`config.mk`:
```
export PLATFORM = sky130hd
export DESIGN_NAME = imem_loader
export DESIGN_NICKNAME = d
export VERILOG_FILES = /design/src/rtl/imem_pkg.sv /design/src/rtl/imem_byte_packer.sv /design/src/rtl/imem_loader.sv
export SDC_FILE = /design/constraint.sdc
export NUM_CORES = 1
export LEC_CHECK = 0
export BUFFER_PORTS_ARGS = -buffer_cell sky130_fd_sc_hd__buf_2
export CAP_MARGIN = 20
export CORE_UTILIZATION = 45
export CTS_CLUSTER_DIAMETER = 100
export DETAILED_ROUTE_END_ITERATION = 6
export PLACE_DENSITY = 0.69
export SETUP_SLACK_MARGIN = 0.15
export SLEW_MARGIN = 20
export SYNTH_ARGS = -nofsm -noshare
export SYNTH_HDL_FRONTEND = slang
export SYNTH_SLANG_ARGS = --single-unit
export TNS_END_PERCENT = 1
```
`constraint.sdc`:
```
create_clock -name clk -period 2.8 [get_ports clk]
set_input_delay 0.42 -clock clk [delete_from_list [all_inputs] [get_ports clk]]
set_output_delay 0.42 -clock clk [all_outputs]
set_load 0.02 [all_outputs]
```
`src/rtl/imem_pkg.sv`:
```
// Shared types and defaults for the instruction-memory loader.
package imem_pkg;

  localparam int INS_ADDRESS_DEF = 9;   // byte-address width of the instruction memory
  localparam int INS_W_DEF       = 32;  // instruction word width

  typedef enum logic [1:0] {
    IDLE  = 2'd0,
    RECV  = 2'd1,
    WRITE = 2'd2,
    DONE  = 2'd3
  } state_t;

endpackage

```
`src/rtl/imem_byte_packer.sv`:
```
// Packs a little-endian byte stream into W-bit words (four bytes per word).
module imem_byte_packer #(
  parameter int W = 32
) (
  input  logic         clk,
  input  logic         rst,
  input  logic         clr,
  input  logic         load,
  input  logic [7:0]   byte_in,
  output logic [W-1:0] word,
  output logic         last
);

  logic [1:0] cnt;

  // Shift each byte in from the top so the first byte ends up in bits 7:0.
  always_ff @(posedge clk or posedge rst) begin
    if (rst) begin
      cnt  <= '0;
      word <= '0;
    end else if (clr) begin
      cnt  <= '0;
      word <= '0;
    end else if (load) begin
      cnt  <= cnt + 2'd1;
      word <= {byte_in, word[W-1:8]};
    end
  end

  // The byte being accepted while this is high completes the word.
  assign last = (cnt == 2'd3);

endmodule

```
`src/rtl/imem_loader.sv`:
```
// Streams program bytes into instruction memory while holding the CPU in reset.
module imem_loader import imem_pkg::*; #(
  parameter int INS_ADDRESS = INS_ADDRESS_DEF,
  parameter int INS_W       = INS_W_DEF
) (
  input  logic                   clk,
  input  logic                   rst,
  input  logic                   start,
  input  logic                   abort,
  input  logic [INS_ADDRESS-2:0] num_words,
  input  logic [7:0]             rx_data,
  input  logic                   rx_valid,
  output logic                   rx_ready,
  output logic                   wr_en,
  output logic [INS_ADDRESS-1:0] wr_addr,
  output logic [INS_W-1:0]       wr_data,
  output logic                   cpu_hold,
  output logic                   done
);

  localparam int WIDX_W = INS_ADDRESS - 2;  // word index width
  localparam int CNT_W  = INS_ADDRESS - 1;  // word count width (holds capacity itself)
  localparam logic [CNT_W-1:0] CAP = CNT_W'(2 ** WIDX_W);

  state_t             state, state_nxt;
  logic [CNT_W-1:0]   count;
  logic [WIDX_W-1:0]  word_idx;
  logic [INS_ADDRESS-1:0] hold_addr, cur_addr;
  logic [INS_W-1:0]   hold_data, pk_word;
  logic               pk_clr, pk_load, pk_last;
  logic               last_word, load_go;
  logic [CNT_W-1:0]   count_in;

  imem_byte_packer #(.W(INS_W)) u_packer (
    .clk     (clk),
    .rst     (rst),
    .clr     (pk_clr),
    .load    (pk_load),
    .byte_in (rx_data),
    .word    (pk_word),
    .last    (pk_last)
  );

  // Requests beyond the memory are clipped so word_idx never wraps.
  assign count_in  = (num_words > CAP) ? CAP : num_words;
  assign cur_addr  = {word_idx, 2'b00};
  assign last_word = (({1'b0, word_idx} + CNT_W'(1)) == count);
  assign load_go   = (state == IDLE) && start && (num_words != '0);

  // Address/data follow the live word during a write and hold otherwise.
  assign wr_addr = wr_en ? cur_addr : hold_addr;
  assign wr_data = wr_en ? pk_word  : hold_data;

  // State register.
  always_ff @(posedge clk or posedge rst) begin
    if (rst) state <= IDLE;
    else     state <= state_nxt;
  end

  // Next state and per-state strobes; abort beats the write strobe.
  always_comb begin
    state_nxt = state;
    rx_ready  = 1'b0;
    wr_en     = 1'b0;
    cpu_hold  = 1'b0;
    done      = 1'b0;
    pk_clr    = 1'b0;
    pk_load   = 1'b0;
    case (state)
      IDLE: begin
        if (start) begin
          if (num_words == '0) state_nxt = DONE;
          else begin
            state_nxt = RECV;
            pk_clr    = 1'b1;
          end
        end
      end
      RECV: begin
        rx_ready = 1'b1;
        cpu_hold = 1'b1;
        pk_load  = rx_valid;
        if (abort)                   state_nxt = IDLE;
        else if (rx_valid && pk_last) state_nxt = WRITE;
      end
      WRITE: begin
        cpu_hold = 1'b1;
        if (abort) state_nxt = IDLE;
        else begin
          wr_en     = 1'b1;
          state_nxt = last_word ? DONE : RECV;
        end
      end
      DONE: begin
        done      = 1'b1;
        state_nxt = IDLE;
      end
      default: state_nxt = IDLE;
    endcase
  end

  // Word count/index bookkeeping and the held write address/data.
  always_ff @(posedge clk or posedge rst) begin
    if (rst) begin
      count     <= '0;
      word_idx  <= '0;
      hold_addr <= '0;
      hold_data <= '0;
    end else begin
      if (load_go) begin
        count    <= count_in;
        word_idx <= '0;
      end
      if (wr_en) begin
        hold_addr <= cur_addr;
        hold_data <= pk_word;
        // Stop at the final word so the index stays within capacity.
        if (!last_word) word_idx <= word_idx + WIDX_W'(1);
      end
    end
  end

endmodule

```
==> impl_metrics.tcl, run 1 <==
set metrics [dict create \
    path_cells "ha_1 > nand3_2 > a2bb2oi_1 > nor3_1 > a31oi_2 > and3_2 > a211o_1" \
    nNetsFinal 456 \
    die_w_um 96.4 \
    p_leak_uw 0.00234 \
    clk_latency_ns 0.36 \
    port_buffers 65 \
    hp-class "primary input to asynchronous set/reset pin" \
    synth_top_family_by_area "simple AND/OR/NAND/NOR gates" \
    fmax_mhz 405 \
    yosysWarnings 0 \
    synth-seq-cells 92 \
    yosys-top-cells-area "dfrtp_1, mux2_2, nand2_1, a21oi_1, ha_1" \
    wl_um 7910 \
    synth-simple-area-share_pct 15.3 \
    cts_made_buffers 9 \
    die_area_um2 9290 \
    synth_top_cell_area_share_pct 57.4 \
    critPathKind "flop to flop" \
    synth_mux_area_share_pct 10.9 \
    dp_hpwl_um 5260 \
    viasPerCell 5.20 \
    path_buf_inv 0 \
    synthesis.instances 368 \
    track_usage_pct 18.4 \
    crit_path_start "word_idx[0]$_DFF_PP0_" \
    grt_pass1_vias 2594 \
    async_flop_share_pct 100 \
    cts.sinks 92 \
    finalHoldViolCount 0 \
    drt-wirelength-per-cell_um 14.6 \
    path_clk_slew_ns 0.09 \
    fin_skew_ns 0.0103 \
    first_pass_iters 4 \
    cp_max_fo 12 \
    outcome "finished, final reports clean" \
    tightest_slew_ns 0.940 \
    postRouteAntennaNets 0 \
    hold_buffers 0 \
    syn_area_um2 4010 \
    cts_resized 0 \
    die-height_um 96.4 \
    slew_headroom_pct 37.4 \
    worst_path_largest_cell_delay_ns 0.48 \
    setup_tns_ns 0 \
    cts_setup_buffers 0 \
    rsz0062_at_grt "false" \
    vias 2807 \
    min_period_ns 2.47 \
    synthXorXnorAreaFrac_pct 1.75 \
    slowest_stage "dfrtp_1" \
    antenna_found_initial 0 \
    r2r_start "word_idx[0]$_DFF_PP0_" \
    pwr_density_cell_nw_per_um2 953 \
    avgSynthCellArea_um2 10.9 \
    worst_slack_ns 0.332 \
    synth_ff_type "dfrtp_1" \
    cts_buffer_depth 2 \
    setup.worst_path.end_class "flop" \
    root_buffer "clkbuf_8" \
    place_worst_setup_slack_ns 0.350 \
    grt_overflow_total 0 \
    drc_errors 0 \
    syn_to_final_growth_pct 15.2 \
    required_ns 3.05 \
    cts_tree "yes" \
    crit_arrival_ns 2.72 \
    htreeDepth 3 \
    yosysTopAreaCell "dfrtp_1" \
    drv_slew 0 \
    fin_crit_sh_pct 88.1 \
    drt_iter0_markers 190 \
    maxCapViolations 0 \
    grt_max_degree 47 \
    synth_cell_types 42 \
    rows 34 \
    core_area_um2 8680 \
    diodes 0 \
    io_pins 66 \
    grt_pass1_wl_um 12800 \
    setup_viol 0 \
    ys_seq_area_share_pct 57.4 \
    synth-adder-area-share_pct 2.18 \
    synthesis.nets 396 \
    synth_compound_area_share_pct 8.90 \
    ir_worst_vdd_mv 0.677 \
    gp_congestion 0.812 \
    synth_edf_count 0 \
    cp-start-kind "flop" \
    drive_gt1_share_pct 30.6 \
    cp_top_family "simple AND/OR/NAND/NOR gates" \
    start_util_pct 46.2 \
]
-- final cells by class --
type | instances | area [um2]
Clock buffer | 10 | 138
Clock inverter | 5 | 60.1
Fill cell | 815 | 4060
Inverter | 7 | 30.0
Multi-Input combinational cell | 247 | 1570
Sequential cell | 92 | 2300
Tap cell | 108 | 135
Timing Repair Buffer | 71 | 387
-- metal layers --
metal / global-route usage, % / wire [um]
met1: 27.2 / 3860
met2: 25.9 / 3570
met3: 5.95 / 376
met4: 5.51 / 106
met5: 0 / 0
-- state kept, by name, summed over array words and instances (netlist names) --
name / count
hold_data: 32
u_packer.word: 32
hold_addr: 9
count: 8
word_idx: 7
state: 2
u_packer.cnt: 2
-- path summary, 6_finish.rpt --
path / endpoint / slack (ns) / cells after the start
min in group clk: u_packer.word[26]$_DFFE_PP0P_ / 0.28 / 3
max: word_idx[5]$_DFF_PP0_ / 0.33 / 7
max in group asynchronous: word_idx[1]$_DFF_PP0_ / 2.00 / 3
max reg2reg: word_idx[5]$_DFF_PP0_ / 0.33 / 7
min reg2reg: hold_addr[1]$_DFF_PP0_ / 0.48 / 1
min: u_packer.word[29]$_DFFE_PP0P_ / 0.09 / 2
-- cells by family after synthesis --
family                   Yosys count
AO/OA/AOI/OAI                     58
XOR/XNOR                           8
AND/OR/NAND/NOR                  135
adder cells (fa/ha/maj)            7
flip-flops                        92
buffers and inverters             29
multiplexers                      39
-- stage by stage --
step	hold WS [ns]	instance area [um2]	utilization [%]	total power (uW)	std cells
floorplan	0.458	4010	-	3090	368
global placement	0.462	4420	50.9	3470	525
detailed placement	0.463	4420	50.9	3530	525
CTS	0.0989	4610	53.2	4430	540
global route	0.120	4620	53.2	4690	540
finish	0.0908	4620	53.2	4400	540
-- power by group --
part           leakage (uW)  internal, uW  switching (uW)
combinational      0.000986           605             974
sequential          0.00125          1700             220
clock             0.0000992           437             467
total               0.00234          2740            1660
-- cell usage in the layout, fill, tap and decap left out, drive strengths merged, types with 2 or more instances in the layout --
| cell | count |
|---|---|
| o31ai | 3 |
| mux2i | 2 |
| nand2 | 95 |
| buf | 71 |
| ha | 7 |
| a21oi | 35 |
| mux2 | 37 |
| o21ai | 8 |
| nor3 | 2 |
| nor4 | 5 |
| nand3b | 8 |
| clkinvlp | 2 |
| a2bb2oi | 2 |
| and2 | 3 |
| nor2b | 2 |
| xor2 | 3 |
| inv | 8 |
| nand3 | 3 |
| xnor2 | 5 |
| nor2 | 6 |
| clkbuf | 10 |
| dfrtp | 92 |
| and3 | 5 |
| nand2b | 3 |
| a211o | 2 |
-- synth_stat cells (3+ instances only) --
cell      instances
nor2_1            5
nor4_1            5
a21oi_1          35
and2_1            3
clkbuf_1         12
o31ai_1           3
xnor2_1           5
buf_6             3
buf_1             3
dfrtp_1          92
and3_1            3
xor2_1            3
mux2_2           37
ha_1              7
inv_1             7
nand3b_1          8
o21ai_0           7
nand2b_1          3
nand2_1          95
No activity file was read; power rests on OpenSTA's default activity.
==> run 2, diff against run 1 <==
--- a/config.mk
+++ b/config.mk
@@ -7,6 +7,7 @@
 export LEC_CHECK = 0
 export BUFFER_PORTS_ARGS = -buffer_cell sky130_fd_sc_hd__buf_2
 export CAP_MARGIN = 20
+export CORE_MARGIN = 2
 export CORE_UTILIZATION = 45
 export CTS_CLUSTER_DIAMETER = 100
 export DETAILED_ROUTE_END_ITERATION = 6
==> impl_metrics.tcl, run 2 (synthesis gave the netlist of run 1 again) <==
set metrics [dict create \
    n_fill_cell 806 \
    die-height_um 98.4 \
    grt_pass1_wl_um 13700 \
    die_area_um2 9680 \
    worst_path_largest_cell_delay_ns 0.40 \
    whs_ns 0.290 \
    crit_arrival_ns 2.09 \
    track_usage_pct 17.6 \
    postPlaceCellArea_um2 4420 \
    pwr_density_cell_nw_per_um2 952 \
    io_pins 66 \
    drc_errors 0 \
    dp_hpwl_um 5310 \
    hp-class "primary input to flop" \
    antenna_found_initial 0 \
    internal_power_uw 2770 \
    htreeDepth 3 \
    cp.depth 6 \
    combPwrFrac_pct 36.0 \
    p_leak_uw 0.00236 \
    fin_skew_ns 0.00570 \
    drv_slew 0 \
    gp_congestion 0.902 \
    viasPerCell 5.16 \
    endpoint "wr_data[8]" \
    r2r_start "word_idx[0]$_DFF_PP0_" \
    min_period_ns 2.51 \
    required_ns 2.38 \
    vias 2816 \
    finalInstanceArea_um2 4670 \
    start_util_pct 46.2 \
    path_buf_inv 3 \
    grt_max_degree 55 \
    outcome "finished, final reports clean" \
    setup_viol 0 \
    grt_overflow_total 0 \
    path_cells "inv_1 > ha_1 > nand2b_1 > buf_4 > mux2_2 > buf_2" \
    finalNonFillerCells 546 \
    die_w_um 98.4 \
    tightest_slew_ns 0.912 \
    diodes 0 \
    drt_iter0_markers 111 \
    setup.worst_path.end_class "primary output" \
    rsz0062_at_grt "false" \
    nNetsFinal 461 \
    cts_tree "yes" \
    rows 34 \
    drive_gt1_share_pct 31.5 \
    finalHoldViolCount 0 \
    root_buffer "clkbuf_8" \
    cts_made_buffers 9 \
    fin_util_pct 53.8 \
    cts.sinks 92 \
    p_sw_uw 1670 \
    maxCapViolations 0 \
    critPathKind "flop to primary output" \
    fmax_mhz 399 \
    cts_buffer_depth 2 \
    reg2reg_depth 7 \
    fin_crit_sh_pct 89.6 \
    clk_latency_ns 0.35 \
    seqPwrFrac_pct 43.2 \
    placed_cells 525 \
    path_clk_slew_ns 0.09 \
    setup_tns_ns 0 \
    largestRegisters "hold_data x32, u_packer.word x32, hold_addr x9" \
    mostFrequentLayoutCells "nand2_1, dfrtp_1, buf_2" \
    syn_to_final_growth_pct 16.4 \
    wl_um 7910 \
    slowest_stage "mux2_2" \
    r2r_slack_ns 0.34 \
    switching_share_pct 37.7 \
    cp_max_fo 27 \
    rr_endpoint "word_idx[5]$_DFF_PP0_" \
    p_clk_share_pct 20.8 \
    ir_worst_vdd_mv 0.553 \
    cp-start-kind "flop" \
    core_area_um2 8680 \
    postRouteAntennaNets 0 \
    drt-wirelength-per-cell_um 14.5 \
    final_common_cell "nand2_1" \
    first_pass_iters 4 \
    grt_pass1_vias 2894 \
    port_buffers 65 \
    cp_top_family "buffers and inverters" \
    slew_headroom_pct 39.2 \
    crit_path_start "state[0]$_DFFE_PP0P_" \
]
## run 2: changes by cell type in the layout (fill, tap and decap cells not counted)
cell           change
buf_4              +5
buf_6              -1
clkinvlp_4         +1
dlygate4sd3_1      +1
inv_1              -1
inv_6              +1
## run 2: how the worst min path moves through the flow
stage	start	end	depth (start not counted)
floorplan	count[0]$_DFFE_PP0P_	count[0]$_DFFE_PP0P_	2
global placement	rst	count[4]$_DFFE_PP0P_	2
detailed placement	rst	count[4]$_DFFE_PP0P_	2
CTS	rx_data[3]	u_packer.word[27]$_DFFE_PP0P_	3
global route	rx_data[1]	u_packer.word[25]$_DFFE_PP0P_	3
finish	rx_data[3]	u_packer.word[27]$_DFFE_PP0P_	3
## run 2: what timing repair did
| action | CTS | global route |
|---|---|---|
| hold endpoints to repair | 8 | 0 |
| setup endpoints to repair | 4 | 15 |
| resized for setup | 1 | 0 |
| setup buffers | 0 | 4 |
| hold buffers | 1 | 0 |
## run 2: worst min-delay path: stages
cell	delay, ns
buf_2	0.09
nand2_1	0.04
a21oi_1	0.05
## run 2: power groups by stage
stage                     clock network [uW]  registers, uW  logic (uW)
after floorplan                            0           1870        1220
after global placement                     0           1920        1570
after detailed placement                   0           1950        1600
after CTS                                948           1920        1610
after global routing                    1000           1970        1780
final                                    925           1920        1600
## run 2: routing by layer
metal	global-route usage (%)	wire (um)	vias up
met5	0	0	-
met4	6.01	114	0
met3	3.94	417	9
met2	27.6	3690	59
met1	24.5	3690	1371
li1	-	-	1377
## run 2: layout make-up
type	instances	area [um2]	share of cell area, %
clock buffers	10	138	2.95
well taps	108	135	2.90
repair buffers	76	423	9.06
inverters	7	33.8	0.724
multi-input cells	247	1570	33.6
clock inverters	6	68.8	1.47
flip-flops and latches	92	2300	49.3
## run 2: metrics by stage
step / setup slack (ns) / power, uW
floorplan: 0.485 / 3090
global placement: 0.440 / 3490
detailed placement: 0.332 / 3550
CTS: 0.222 / 4470
global route: 0.150 / 4750
finish: 0.292 / 4440
==> run 3, diff against run 2 <==
--- a/config.mk
+++ b/config.mk
@@ -5,7 +5,7 @@
 export SDC_FILE = /design/constraint.sdc
 export NUM_CORES = 1
 export LEC_CHECK = 0
-export BUFFER_PORTS_ARGS = -buffer_cell sky130_fd_sc_hd__buf_2
+export BUFFER_PORTS_ARGS = -buffer_cell sky130_fd_sc_hd__buf_4
 export CAP_MARGIN = 20
 export CORE_MARGIN = 2
 export CORE_UTILIZATION = 45
==> impl_metrics.tcl, run 3 (synthesis gave the netlist of run 1 again) <==
set metrics [dict create \
    fin_skew_ns 0.00677 \
    final_common_cell "nand2_1" \
    drc_errors 0 \
    dp_hpwl_um 5260 \
    drive_gt1_share_pct 31.0 \
    rows 34 \
    outcome "finished, final reports clean" \
    r2r_slack_ns 0.30 \
    root_buffer "clkbuf_8" \
    htreeDepth 3 \
    grt_pass1_wl_um 13300 \
    cts_tree "yes" \
    first_pass_iters 4 \
    wl_um 7880 \
    p_leak_uw 0.00235 \
    rr_endpoint "word_idx[5]$_DFF_PP0_" \
    mostFrequentLayoutCells "nand2_1, dfrtp_1, buf_4" \
    endpoint "wr_data[14]" \
    finalHoldViolCount 0 \
    core_area_um2 8680 \
    finalNonFillerCells 543 \
    grt_overflow_total 0 \
    drt_iter0_markers 108 \
    cts_buffer_depth 2 \
    drt-wirelength-per-cell_um 14.5 \
    fin_crit_sh_pct 89.9 \
    path_cells "inv_1 > ha_1 > nand2b_1 > buf_4 > mux2_2 > buf_4" \
    port_buffers 65 \
    pwr_density_cell_nw_per_um2 926 \
    rsz0062_at_grt "true" \
    ir_worst_vdd_mv 0.549 \
    slew_headroom_pct 39.8 \
    whs_ns 0.179 \
    tightest_slew_ns 0.903 \
    slowest_stage "mux2_2" \
    track_usage_pct 17.4 \
    crit_arrival_ns 2.10 \
    setup.worst_path.end_class "primary output" \
    die_area_um2 9680 \
    io_pins 66 \
    required_ns 2.38 \
    setup_viol 0 \
    n_fill_cell 814 \
    diodes 0 \
    nNetsFinal 458 \
    maxCapViolations 0 \
    drv_slew 0 \
    grt_pass1_vias 2750 \
    path_clk_slew_ns 0.09 \
    crit_path_start "state[0]$_DFFE_PP0P_" \
    power_uw 4440 \
    placed_cells 524 \
    gp_congestion 0.872 \
    antenna_found_initial 0 \
    critPathKind "flop to primary output" \
    crit_path_frequent_cell "buf_4" \
    cts_made_buffers 9 \
    reg2reg_depth 7 \
    cp_max_fo 27 \
    start_util_pct 46.2 \
    die-height_um 98.4 \
    worst_path_largest_cell_delay_ns 0.41 \
    die_w_um 98.4 \
    grt_max_degree 61 \
    vias 2790 \
    viasPerCell 5.14 \
    hp-class "primary input to asynchronous set/reset pin" \
    setup_tns_ns 0 \
    clk_latency_ns 0.35 \
    r2r_start "word_idx[0]$_DFF_PP0_" \
    min_period_ns 2.52 \
    cts.sinks 92 \
    largestRegisters "hold_data x32, u_packer.word x32, hold_addr x9" \
    postRouteAntennaNets 0 \
    cp-start-kind "flop" \
    fmax_mhz 397 \
    syn_to_final_growth_pct 19.4 \
]
## run 3: power by group
part           total [uW]  switching, uW  internal (uW)
clock                 796            465            330
sequential           1920            220           1700
combinational        1720            979            744
total                4440           1660           2770
## run 3: layout make-up
class,count,area (um2),share of cell area [%]
Inverter,7,33.8,0.706
Clock inverter,6,50.0,1.05
Tap cell,108,135,2.82
Clock buffer,10,128,2.67
Multi-Input combinational cell,247,1570,32.7
Sequential cell,92,2300,48.1
Timing Repair Buffer,73,573,12.0
## run 3: how the worst min path moves through the flow
stage                           startpoint                 endpoint  slack (ns)  depth (start not counted)
floorplan             count[0]$_DFFE_PP0P_     count[0]$_DFFE_PP0P_        0.46                          2
global placement    hold_addr[0]$_DFF_PP0_   hold_addr[0]$_DFF_PP0_        0.47                          1
detailed placement  hold_addr[0]$_DFF_PP0_   hold_addr[0]$_DFF_PP0_        0.47                          1
CTS                                    rst  hold_data[27]$_DFF_PP0_        0.19                          2
global route                           rst  hold_data[27]$_DFF_PP0_        0.20                          2
finish                                 rst     state[1]$_DFFE_PP0P_        0.18                          2
## run 3: stage by stage
step	setup WS, ns	util, %	instance area, um2
3_3_place_gp	0.443	52.8	4580
3_5_place_dp	0.346	52.8	4580
5_1_grt	0.117	55.2	4790
6_report	0.283	55.2	4790
2_1_floorplan	0.485	-	4010
4_1_cts	0.159	54.9	4760
## run 3: worst max-delay path, delay by kind of cell, from the launching register on
kind	cells	cell delay, ns
buffers and inverters	3	0.60
muxes	1	0.41
DFF	1	0.39
adders and majority gates	1	0.21
and+or+nand+nor	1	0.13
## run 3: what timing repair did
action / in CTS / in global routing
endpoints found under the setup margin: 0 / 19
resized for setup: 0 / 1
hold buffers: 0 / 0
buffers inserted: 0 / 3
## run 3: layer usage
metal	global-route usage, %	routed length [um]	vias to the layer above
met4	6.95	144	0
met3	4.29	296	10
met2	25.6	3660	61
met5	0	0	-
li1	-	-	1375
met1	24.8	3790	1344
